<file path="src/rtl/pwm_regs_mc_if.sv">
// rtl/pwm_regs_mc_if.sv - register bus bundle for the PWM channel register block
// Purpose: groups the byte-wide register bus so the block and its bus master
//          share one connection point.
// Signals:
//   read, write  - bus strobes, sampled on the clk rising edge
//   addr[7:0]    - [7:5] channel, [4:0] register offset
//   data_write   - write data byte
//   data_read    - registered read data byte
interface pwm_regs_mc_if;
  logic       read;
  logic       write;
  logic [7:0] addr;
  logic [7:0] data_write;
  logic [7:0] data_read;

  modport master (
    output read,
    output write,
    output addr,
    output data_write,
    input  data_read
  );

  modport slave (
    input  read,
    input  write,
    input  addr,
    input  data_write,
    output data_read
  );
endinterface

</file>
<file path="src/rtl/pwm_regs_mc.sv">
// rtl/pwm_regs_mc.sv - multi-channel PWM register file with shadowed period/compare
// Purpose: per-channel PERIOD/COMPARE1/COMPARE2 shadow+active registers,
//          unshadowed CTRL/PRESCALE/FUNCTIONS, counter snapshot for coherent
//          multi-byte counter reads, and a one-cycle counter reset pulse.
// Ports:
//   clk, rst_n          - clock, asynchronous active-low reset
//   bus                 - register bus (pwm_regs_mc_if.slave)
//   counter_val         - live counters, channel ch at [ch*CNT_W +: CNT_W]
//   update_strobe       - per-channel period-end pulse, loads shadows
//   period/compare1/2   - active values, sliced as counter_val
//   en, upnotdown,
//   pwm_en              - CTRL bits per channel
//   count_reset         - one-cycle pulse per COUNTER_RESET write
//   upd_pending         - shadow write waiting for update_strobe
//   prescale, functions - per-channel bytes at [ch*8 +: 8]
module pwm_regs_mc #(
  parameter int NUM_CH = 4,
  parameter int CNT_W  = 16
) (
  input  logic                    clk,
  input  logic                    rst_n,
  pwm_regs_mc_if.slave            bus,
  input  logic [NUM_CH*CNT_W-1:0] counter_val,
  input  logic [NUM_CH-1:0]       update_strobe,
  output logic [NUM_CH*CNT_W-1:0] period,
  output logic [NUM_CH*CNT_W-1:0] compare1,
  output logic [NUM_CH*CNT_W-1:0] compare2,
  output logic [NUM_CH-1:0]       en,
  output logic [NUM_CH-1:0]       upnotdown,
  output logic [NUM_CH-1:0]       pwm_en,
  output logic [NUM_CH-1:0]       count_reset,
  output logic [NUM_CH-1:0]       upd_pending,
  output logic [NUM_CH*8-1:0]     prescale,
  output logic [NUM_CH*8-1:0]     functions
);

  localparam int NB = CNT_W / 8;

  localparam logic [4:0] OFF_CNT0   = 5'h0C;
  localparam logic [4:0] OFF_CRESET = 5'h13;

  // Byte lane helpers; lanes at or above NB do not exist and are skipped.
  function automatic logic [CNT_W-1:0] put_byte(input logic [CNT_W-1:0] v,
                                                input logic [1:0]       idx,
                                                input logic [7:0]       b);
    logic [CNT_W-1:0] r;
    r = v;
    for (int k = 0; k < NB; k++) begin
      if (int'(idx) == k) r[k*8 +: 8] = b;
    end
    return r;
  endfunction

  function automatic logic [7:0] get_byte(input logic [CNT_W-1:0] v,
                                          input logic [1:0]       idx);
    logic [7:0] r;
    r = 8'h00;
    for (int k = 0; k < NB; k++) begin
      if (int'(idx) == k) r = v[k*8 +: 8];
    end
    return r;
  endfunction

  logic [2:0] ch_idx;
  logic [4:0] off;
  logic       ch_valid;
  logic       byte_ok;
  logic       wr_ok;
  logic       rd_ok;

  assign ch_idx   = bus.addr[7:5];
  assign off      = bus.addr[4:0];
  assign ch_valid = ({1'b0, ch_idx} < 4'(NUM_CH));
  assign byte_ok  = (int'(off[1:0]) < NB);
  assign wr_ok    = bus.write && ch_valid;
  assign rd_ok    = bus.read && ch_valid;

  logic [7:0] rd_byte [NUM_CH];

  for (genvar g = 0; g < NUM_CH; g++) begin : g_ch
    logic             wr_sel;
    logic             rd_sel;
    logic [2:0]       fwr;
    logic [CNT_W-1:0] sh     [3];
    logic [CNT_W-1:0] sh_nx  [3];
    logic [CNT_W-1:0] act    [3];
    logic [CNT_W-1:0] snap;
    logic [CNT_W-1:0] cnt;
    logic [3:0]       ctrl;
    logic [7:0]       psc;
    logic [7:0]       fn;
    logic             crst;
    logic             pend;
    logic             bypass;
    logic             load;
    logic [7:0]       rb;

    assign wr_sel = wr_ok && (ch_idx == 3'(g));
    assign rd_sel = rd_ok && (ch_idx == 3'(g));
    assign cnt    = counter_val[g*CNT_W +: CNT_W];
    assign bypass = ctrl[3];
    // Strobe-driven load only applies in shadowed mode; in bypass mode the
    // active copy follows each write directly.
    assign load   = update_strobe[g] && !bypass;

    // Field 0 PERIOD, 1 COMPARE1, 2 COMPARE2; the merged next-shadow value is
    // what gets loaded on a coincident strobe, so the new byte wins.
    always_comb begin
      for (int f = 0; f < 3; f++) begin
        fwr[f]   = wr_sel && (off[4:2] == 3'(f)) && byte_ok;
        sh_nx[f] = fwr[f] ? put_byte(sh[f], off[1:0], bus.data_write) : sh[f];
      end
    end

    always_ff @(posedge clk or negedge rst_n) begin
      if (!rst_n) begin
        for (int f = 0; f < 3; f++) begin
          sh[f]  <= '0;
          act[f] <= '0;
        end
        snap <= '0;
        ctrl <= '0;
        psc  <= '0;
        fn   <= '0;
        crst <= 1'b0;
        pend <= 1'b0;
      end else begin
        for (int f = 0; f < 3; f++) begin
          sh[f] <= sh_nx[f];
          if (load || (fwr[f] && bypass)) act[f] <= sh_nx[f];
        end
        if (load) begin
          pend <= 1'b0;
        end else if ((|fwr) && !bypass) begin
          pend <= 1'b1;
        end
        if (wr_sel && off == 5'h10) ctrl <= bus.data_write[3:0];
        if (wr_sel && off == 5'h11) psc  <= bus.data_write;
        if (wr_sel && off == 5'h12) fn   <= bus.data_write;
        crst <= wr_sel && (off == OFF_CRESET);
        if (rd_sel && off == OFF_CNT0) snap <= cnt;
      end
    end

    // Read byte for this channel, built from pre-edge state so a same-edge
    // write is not visible in the returned data.
    always_comb begin
      rb = 8'h00;
      case (off[4:2])
        3'd0: if (byte_ok) rb = get_byte(sh[0], off[1:0]);
        3'd1: if (byte_ok) rb = get_byte(sh[1], off[1:0]);
        3'd2: if (byte_ok) rb = get_byte(sh[2], off[1:0]);
        3'd3: begin
          // Byte 0 comes from the live counter (it is being snapshotted on
          // this edge); the upper bytes come from the earlier snapshot.
          if (off[1:0] == 2'd0) rb = get_byte(cnt, 2'd0);
          else if (byte_ok)     rb = get_byte(snap, off[1:0]);
        end
        3'd4: begin
          case (off[1:0])
            2'd0:    rb = {4'h0, ctrl};
            2'd1:    rb = psc;
            2'd2:    rb = fn;
            default: rb = 8'h00;
          endcase
        end
        3'd5:    if (off[1:0] == 2'd0) rb = {7'h00, pend};
        default: rb = 8'h00;
      endcase
    end

    assign rd_byte[g] = rb;

    assign period  [g*CNT_W +: CNT_W] = act[0];
    assign compare1[g*CNT_W +: CNT_W] = act[1];
    assign compare2[g*CNT_W +: CNT_W] = act[2];
    assign en[g]          = ctrl[0];
    assign upnotdown[g]   = ctrl[1];
    assign pwm_en[g]      = ctrl[2];
    assign count_reset[g] = crst;
    assign upd_pending[g] = pend;
    assign prescale [g*8 +: 8] = psc;
    assign functions[g*8 +: 8] = fn;
  end

  logic [7:0] rd_mux;

  always_comb begin
    rd_mux = 8'h00;
    for (int k = 0; k < NUM_CH; k++) begin
      if (rd_ok && int'(ch_idx) == k) rd_mux = rd_byte[k];
    end
  end

  // data_read holds its value until the next sampled read.
  always_ff @(posedge clk or negedge rst_n) begin
    if (!rst_n) begin
      bus.data_read <= 8'h00;
    end else if (bus.read) begin
      bus.data_read <= rd_mux;
    end
  end

endmodule

</file>
<file path="src/flat_wrapper.sv">
// flat-port wrapper written by rule: the top's interface ports become plain ports
module pwm_regs_mc_flat 
#(
  parameter int NUM_CH = 4,
  parameter int CNT_W  = 16
)
  (clk, rst_n, counter_val, update_strobe, period, compare1, compare2, en, upnotdown, pwm_en, count_reset, upd_pending, prescale, functions, bus_read, bus_write, bus_addr, bus_data_write, bus_data_read);
  pwm_regs_mc_if bus_i ();
  input  logic clk;
  input  logic rst_n;
  input  logic [NUM_CH*CNT_W-1:0] counter_val;
  input  logic [NUM_CH-1:0] update_strobe;
  output logic [NUM_CH*CNT_W-1:0] period;
  output logic [NUM_CH*CNT_W-1:0] compare1;
  output logic [NUM_CH*CNT_W-1:0] compare2;
  output logic [NUM_CH-1:0] en;
  output logic [NUM_CH-1:0] upnotdown;
  output logic [NUM_CH-1:0] pwm_en;
  output logic [NUM_CH-1:0] count_reset;
  output logic [NUM_CH-1:0] upd_pending;
  output logic [NUM_CH*8-1:0] prescale;
  output logic [NUM_CH*8-1:0] functions;
  input wire logic [$bits(bus_i.read)-1:0] bus_read;
  input wire logic [$bits(bus_i.write)-1:0] bus_write;
  input wire logic [$bits(bus_i.addr)-1:0] bus_addr;
  input wire logic [$bits(bus_i.data_write)-1:0] bus_data_write;
  output wire logic [$bits(bus_i.data_read)-1:0] bus_data_read;
  assign bus_i.read = bus_read;
  assign bus_i.write = bus_write;
  assign bus_i.addr = bus_addr;
  assign bus_i.data_write = bus_data_write;
  assign bus_data_read = bus_i.data_read;
  pwm_regs_mc #(.NUM_CH(NUM_CH), .CNT_W(CNT_W)) u_core (.clk(clk), .rst_n(rst_n), .bus(bus_i), .counter_val(counter_val), .update_strobe(update_strobe), .period(period), .compare1(compare1), .compare2(compare2), .en(en), .upnotdown(upnotdown), .pwm_en(pwm_en), .count_reset(count_reset), .upd_pending(upd_pending), .prescale(prescale), .functions(functions));
endmodule
</file>
<file path="config.mk">
export PLATFORM = sky130hd
export DESIGN_NAME = pwm_regs_mc_flat
export DESIGN_NICKNAME = d
export VERILOG_FILES = /design/src/rtl/pwm_regs_mc_if.sv /design/src/rtl/pwm_regs_mc.sv /design/src/flat_wrapper.sv
export SDC_FILE = /design/constraint.sdc
export NUM_CORES = 1
export LEC_CHECK = 0
export ABC_AREA = 1
export CORE_ASPECT_RATIO = 1.2
export CORE_MARGIN = 1.5
export CORE_UTILIZATION = 40
export CTS_CLUSTER_DIAMETER = 80
export DETAILED_ROUTE_END_ITERATION = 8
export GPL_ROUTABILITY_DRIVEN = 0
export PLACE_DENSITY_LB_ADDON = 0.3
export SYNTH_ARGS = -nofsm -noshare
export SYNTH_HDL_FRONTEND = slang
export SYNTH_SLANG_ARGS = --single-unit
</file>
<file path="constraint.sdc">
create_clock -name clk -period 3 [get_ports clk]
set_clock_uncertainty 0.1 [all_clocks]
set_input_delay 0.6 -clock clk [delete_from_list [all_inputs] [get_ports clk]]
set_output_delay 0.6 -clock clk [all_outputs]
set_load 0.1 [all_outputs]
</file>
# Word-level counts from Yosys, hierarchy flattened
# Cells that the tools add are included.
totals:
  regBits: 544
  latchBits: 0
  mem_bits_rw: 0
  mem_bits_ro: 0
  out_inout_bits: 284
  elab_cells: 289
  n_memories: 0
classes:
  n_addsub: 0
  multipliers: 0
  div_mod_pow: 0
  n_lt_le_gt_ge: 2
  n_eq_ne: 19
  n_shift: 0
  n_mux: 112
  n_bitwise: 0
  reduce_logical: 107
op_table:
  columns: ["cell", "count"]
  rows:
  - ["8-bit two-way mux", 80]
  - ["16-bit two-way mux", 12]
  - ["8-bit one-hot mux with 6 select lines", 4]
  - ["8-bit one-hot mux with 3 select lines", 4]
  - ["1-bit logical AND", 78]
  - ["5-bit == test (second input constant)", 4]
  - ["3-bit by 2-bit == test with 1-bit output (second input constant)", 5]
  - ["3-bit == test (second input constant)", 4]
  - ["1-bit logical OR", 12]
  - ["1-bit two-way mux", 12]
  - ["3-bit OR reduction", 4]
  - ["3-bit zero test", 3]
  - ["2-bit nonzero test", 4]
  - ["3-bit by 1-bit == test with 1-bit output (second input constant)", 2]
  - ["5-bit by 4-bit == test with 1-bit output (second input constant)", 1]
  - ["2-bit == test (second input constant)", 2]
  - ["1-bit zero test", 4]
  - ["2-bit zero test", 2]
  - ["3-bit less-than comparator (second input constant)", 1]
  - ["2-bit by 1-bit == test with 1-bit output (second input constant)", 1]
  - ["2-bit less-than comparator (second input constant)", 1]

# Depth between registers and ports, before layout
depth:
  ltp_word: 10
  ltp_mapped: 14

# Worst setup path after synthesis
# OpenSTA, ideal clock, no wires.
synth_path:
  kind: "input to register"
  from: "input port bus_addr[5]"
  to: "register u_core.g_ch[2].act, in the netlist u_core.compare1[38]"
  setup_time_ns: 0.125
  t_arrival_ns: 2.021
  setup_slack_ns: 0.753
  path_stages: 7
  n_path_buf: 1
  path_cell_list: "inv_1 > nand3_1 > nor2_1 > nand2_1 > o21ai_2 > buf_2 > mux2_2"
synth_between:
  elab_chain_cells: 7
  word_cells_on_any_way: 9
synth_rtl:
  columns: ["item", "line", "text"]
  rows:
  - ["start, declared", "flat_wrapper.sv:25", "input wire logic [$bits(bus_i.addr)-1:0] bus_addr;"]
  - ["3-bit less-than comparator", "pwm_regs_mc.sv:73", "assign ch_valid = ({1'b0, ch_idx} < 4'(NUM_CH));"]
  - ["1-bit logical AND", "pwm_regs_mc.sv:75", "assign wr_ok = bus.write && ch_valid;"]
  - ["1-bit logical AND (*)", "pwm_regs_mc.sv:98", "assign wr_sel = wr_ok && (ch_idx == 3'(g));"]
  - ["1-bit logical AND (*) (2 in a row)", "pwm_regs_mc.sv:110", "fwr[f] = wr_sel && (off[4:2] == 3'(f)) && byte_ok;"]
  - ["1-bit logical AND", "pwm_regs_mc.sv:130", "if (load || (fwr[f] && bypass)) act[f] <= sh_nx[f];"]
  - ["1-bit logical OR", "pwm_regs_mc.sv:130", null]
  - ["end signal, assigned by index", "pwm_regs_mc.sv:130", null]
  - ["end, declared", "pwm_regs_mc.sv:86", "logic [CNT_W-1:0] act [3];"]
# Mark *: on every way between the ends. The rest lies on a longest branch, timed or not.
# A chain may end at the register's enable or synchronous reset.

# Worst setup path in the final report
layout_path:
  from: "input port bus_addr[1]"
  to: "register u_core.bus.data_read[7]"
layout_between:
  elab_chain_cells: 10
  word_cells_on_any_way: 70
layout_rtl:
  columns: ["item", "line", "text"]
  rows:
  - ["2-bit zero test", "pwm_regs_mc.sv:59", "if (int'(idx) == k) r = v[k*8 +: 8];"]
  - ["8-bit two-way mux (2 in a row)", "pwm_regs_mc.sv:59", null]
  - ["8-bit two-way mux", "pwm_regs_mc.sv:157", "else if (byte_ok) rb = get_byte(snap, off[1:0]);"]
  - ["8-bit two-way mux", "pwm_regs_mc.sv:156", "if (off[1:0] == 2'd0) rb = get_byte(cnt, 2'd0);"]
  - ["8-bit one-hot mux with 6 select lines", "pwm_regs_mc.sv:149", "case (off[4:2])"]
  - ["8-bit two-way mux (3 in a row)", "pwm_regs_mc.sv:191", "if (rd_ok && int'(ch_idx) == k) rd_mux = rd_byte[k];"]
  - ["8-bit two-way mux (*)", "pwm_regs_mc.sv:191", null]
  - ["end signal, assigned", "pwm_regs_mc.sv:200", "bus.data_read <= rd_mux;"]
  - ["end, declared", "pwm_regs_mc_if.sv:29", "output data_read"]
# Marked as above.

==> reports/qor.log <==
qor: clock_tree.post_cts_setup_repair_bufs 0
qor: cells_and_area.final_layout_net_count 2796
qor: synth.synthDominantAreaCellType sky130_fd_sc_hd__dfrtp_1
qor: timing.max_slew_headroom 0.458
qor: routing.total_wirelength 82300 um
qor: timing.final-setup-viol-count 0
qor: job.max_cap_viol_count 0
qor: min_path.min-delay-path-class flop to flop
qor: clock_tree.cts-htree-levels 2
qor: routing.firstDrtPassIters 6
qor: timing.finalWorstPathRequiredPeriod 2.69 ns
qor: synth.fraction_of_the_yosys_area_taken_by_sequential_cells 0.572
qor: grt.grt.busiest_layer met2
qor: clock_tree.sinks_on_the_clock_net 512
qor: synth.dominantRegCellSynth sky130_fd_sc_hd__dfrtp_1
qor: routing.via_count 19255
qor: timing.grt_setup_unrepaired no
qor: floorplanning.dieHeight 262 um
qor: synth.synth.area.top_cells sky130_fd_sc_hd__dfrtp_1 (57%), sky130_fd_sc_hd__mux2_2 (11%), sky130_fd_sc_hd__nand2_1 (9.8%)
qor: clock_tree.cts_buffers 51
qor: synth.synthCells 2301
qor: synth.async_s_r_ff_share_synth 1.00
qor: timing.achievable_clock_frequency 371 MHz
qor: critical_path.worst_ep_required_time 3.39 ns
qor: pwr.ir_drop 0.478 mV
qor: critical_path.regToRegStartpoint u_core.g_ch[1].ctrl[3]
qor: routing.post_drt_via_cell_ratio 5.54
qor: floorplanning.die_width 219 um
qor: critical_path.critical_path.endpoint_type flop
qor: timing.slew_viol_final 0
qor: synth.syn-cell-area 22400 um^2
qor: pwr.total_leakage_power 13.9 nW
qor: routing.routedWlPerCell 23.7 um
qor: timing.finalWorstSetupSlack 0.306 ns
qor: cells_and_area.fillers 4890
qor: grt.grt_overall_usage 0.283
qor: synth.yosys.cell_count.top_type sky130_fd_sc_hd__nand2_1
qor: clock_tree.cts_resized 0
qor: grt.use_met2 0.446
qor: critical_path.critPathLaunchType primary input
qor: routing.drc 0
qor: grt.maximum_number_of_pins_on_one_net_before_global_route_repair 83
qor: floorplanning.design.die.area 57500 um^2
qor: clock_tree.cts_max_path_buffers 3
qor: synth.ys_types 28
qor: floorplanning.core_area 55000 um^2
qor: clock_tree.cts_tree done
qor: clock_tree.cts-root-buf sky130_fd_sc_hd__clkbuf_16
qor: clock_tree.clock_latency 0.61 ns
qor: floorplanning.std_cell_rows 94
qor: critical_path.arrival 3.08 ns
qor: synth.synth-edff-count 0
qor: timing.slew_worst_pin 0.809 ns
qor: grt.grt_first_pass_wirelength 121000 um
qor: synth.post_synth_most_frequent_cells sky130_fd_sc_hd__nand2_1 (583), sky130_fd_sc_hd__dfrtp_1 (512), sky130_fd_sc_hd__o21ai_0 (315)
qor: cells_and_area.layout-drive-gt1-share 0.283
qor: grt.grt_overflow 0
qor: grt.global_route.usage.met3 0.0606
qor: routing.detailedRoute.firstIterationViolations 2159
qor: critical_path.critical_path_peak_fanout 59
qor: clock_tree.worst_setup_hold_path_clk_slew 0.06 ns
qor: grt.first_global_vias 19089
qor: floorplanning.start_util 0.407
qor: placed_design.io_buffers 371
qor: synth.synth_nets 2389
qor: critical_path.cp-startpoint bus_addr[1]
qor: synth.synthesis.area_per_instance 9.74 um^2
qor: synth.ys_seq_elements 512
qor: min_path.hp-start u_core.g_ch[0].snap[14]
qor: timing.totalNegativeSetupSlack 0 ns
qor: timing.layout_worst_path_cycle_share 0.898
qor: placed_design.dp_hpwl 60000 um
qor: cells_and_area.area_growth_syn_to_layout 29.3%
qor: grt.grt_antenna_before_repair 4
qor: critical_path.timing.setup.critical_path_class primary input to flop
qor: routing.antenna_left 0
qor: synth.synth.yosys.warnings 0
qor: synth.netlist.area_leader.share 0.572
qor: floorplanning.io_pins 372
qor: timing.timing_hold_violations_final 0
qor: grt.use_met1 0.374
qor: pwr.power.density 622 nW/um^2
qor: status.result_of_the_run finished clean
qor: placed_design.place_worst_setup_slack -0.298 ns
[power breakdown]
group,switching [W],leakage [nW],internal (W)
sequential,0.000245,6.12,0.00731
combinational,0.00279,6.89,0.000881
clock,0.00282,0.887,0.00399
[placed cells by master (no fill, tap or decap), types with 5 or more instances in the layout]
master	netlist	final
sky130_fd_sc_hd__buf_12	0	40
sky130_fd_sc_hd__nand2_1	583	582
sky130_fd_sc_hd__buf_4	29	390
sky130_fd_sc_hd__mux2_2	223	223
sky130_fd_sc_hd__dfrtp_1	512	512
sky130_fd_sc_hd__o22ai_1	143	143
sky130_fd_sc_hd__nand3_1	97	97
sky130_fd_sc_hd__nor2_1	60	58
sky130_fd_sc_hd__a21oi_1	5	5
sky130_fd_sc_hd__nor2_2	7	8
sky130_fd_sc_hd__clkbuf_8	0	13
sky130_fd_sc_hd__clkinv_2	0	11
sky130_fd_sc_hd__o21ai_0	315	315
sky130_fd_sc_hd__clkbuf_16	0	53
sky130_fd_sc_hd__clkdlybuf4s50_1	0	85
sky130_fd_sc_hd__o21ai_2	12	12
sky130_fd_sc_hd__bufinv_16	0	5
sky130_fd_sc_hd__inv_1	154	153
[timing repair]
action / 4_1_cts / 5_1_grt
endpoints found under the hold margin: 53 / 0
setup endpoints to repair: 0 / 0
hold buffers: 1 / 0
[worst paths after layout]
kind | end | slack (ns) | cells past startpoint
setup / recovery | u_core.bus.data_read[7] | 0.31 | 12
hold / removal | u_core.g_ch[0].snap[14] | 0.41 | 1
setup reg to reg | u_core.compare1[23] | 1.08 | 5
hold reg to reg | u_core.g_ch[0].snap[14] | 0.41 | 1
max in group asynchronous | u_core.g_ch[0].psc[0] | 1.46 | 4
min in group asynchronous | u_core.period[51] | 0.47 | 2
[metrics by stage]
stage	hold slack, ns	cells	power (W)	util	area (um^2)
6_report	0.408	3473	0.0180	0.526	29000
5_1_grt	0.423	3471	0.0186	0.526	29000
4_1_cts	0.406	3470	0.0181	0.526	29000
3_5_place_dp	0.393	3374	0.0113	0.493	27200
3_3_place_gp	0.386	3374	0.0113	0.493	27200
2_1_floorplan	0.204	2301	0.0101	-	22400
[area by class of cell]
type	count	area, um^2	area share
sequential	512	12800	0.442
multi-input combinational	1470	8270	0.285
timing repair buffer	517	4600	0.159
clock buffer	70	1520	0.0525
tap	720	901	0.0311
inverter	156	586	0.0202
clock inverter	25	279	0.00963
antenna	3	7.51	0.000259
[routing by layer]
layer,up-vias,wire [um]
met5,-,22
met4,4,3870
met2,1038,38100
met3,195,7610
li1,8508,-
met1,9510,32700
[worst max-delay path: stages]
cell                              delay, ns
sky130_fd_sc_hd__clkdlybuf4s50_1       0.68
sky130_fd_sc_hd__inv_1                 0.14
sky130_fd_sc_hd__buf_12                0.18
sky130_fd_sc_hd__nand2_2               0.09
sky130_fd_sc_hd__buf_12                0.23
sky130_fd_sc_hd__o21ai_0               0.13
sky130_fd_sc_hd__nand2_1               0.08
sky130_fd_sc_hd__nand2_1               0.12
sky130_fd_sc_hd__o21ai_0               0.44
sky130_fd_sc_hd__nand2_1               0.09
sky130_fd_sc_hd__nor2_1                0.15
sky130_fd_sc_hd__nand3_1               0.09
[state kept, by name, summed over array words and instances, names as in the netlist]
signal                cells
u_core.g_ch.fn           32
u_core.bus.data_read      8
u_core.compare1          64
u_core.g_ch.pend          4
u_core.g_ch.sh          192
u_core.g_ch.psc          32
u_core.g_ch.snap         32
u_core.period            64
u_core.compare2          64
u_core.g_ch.ctrl         16
u_core.g_ch.crst          4
[logic make-up (layout without fill, tap and decap cells)]
group / Yosys count / after routing / share of synthesized area
DFF: 512 / 512 / 0.572
muxes: 223 / 223 / 0.112
AOI/OAI and AO/OA: 485 / 485 / 0.119
and+or+nand+nor: 762 / 762 / 0.137
other: 0 / 3 / 0
buffers and inverters: 319 / 768 / 0.0601
Power figures use the tool's default switching activity.
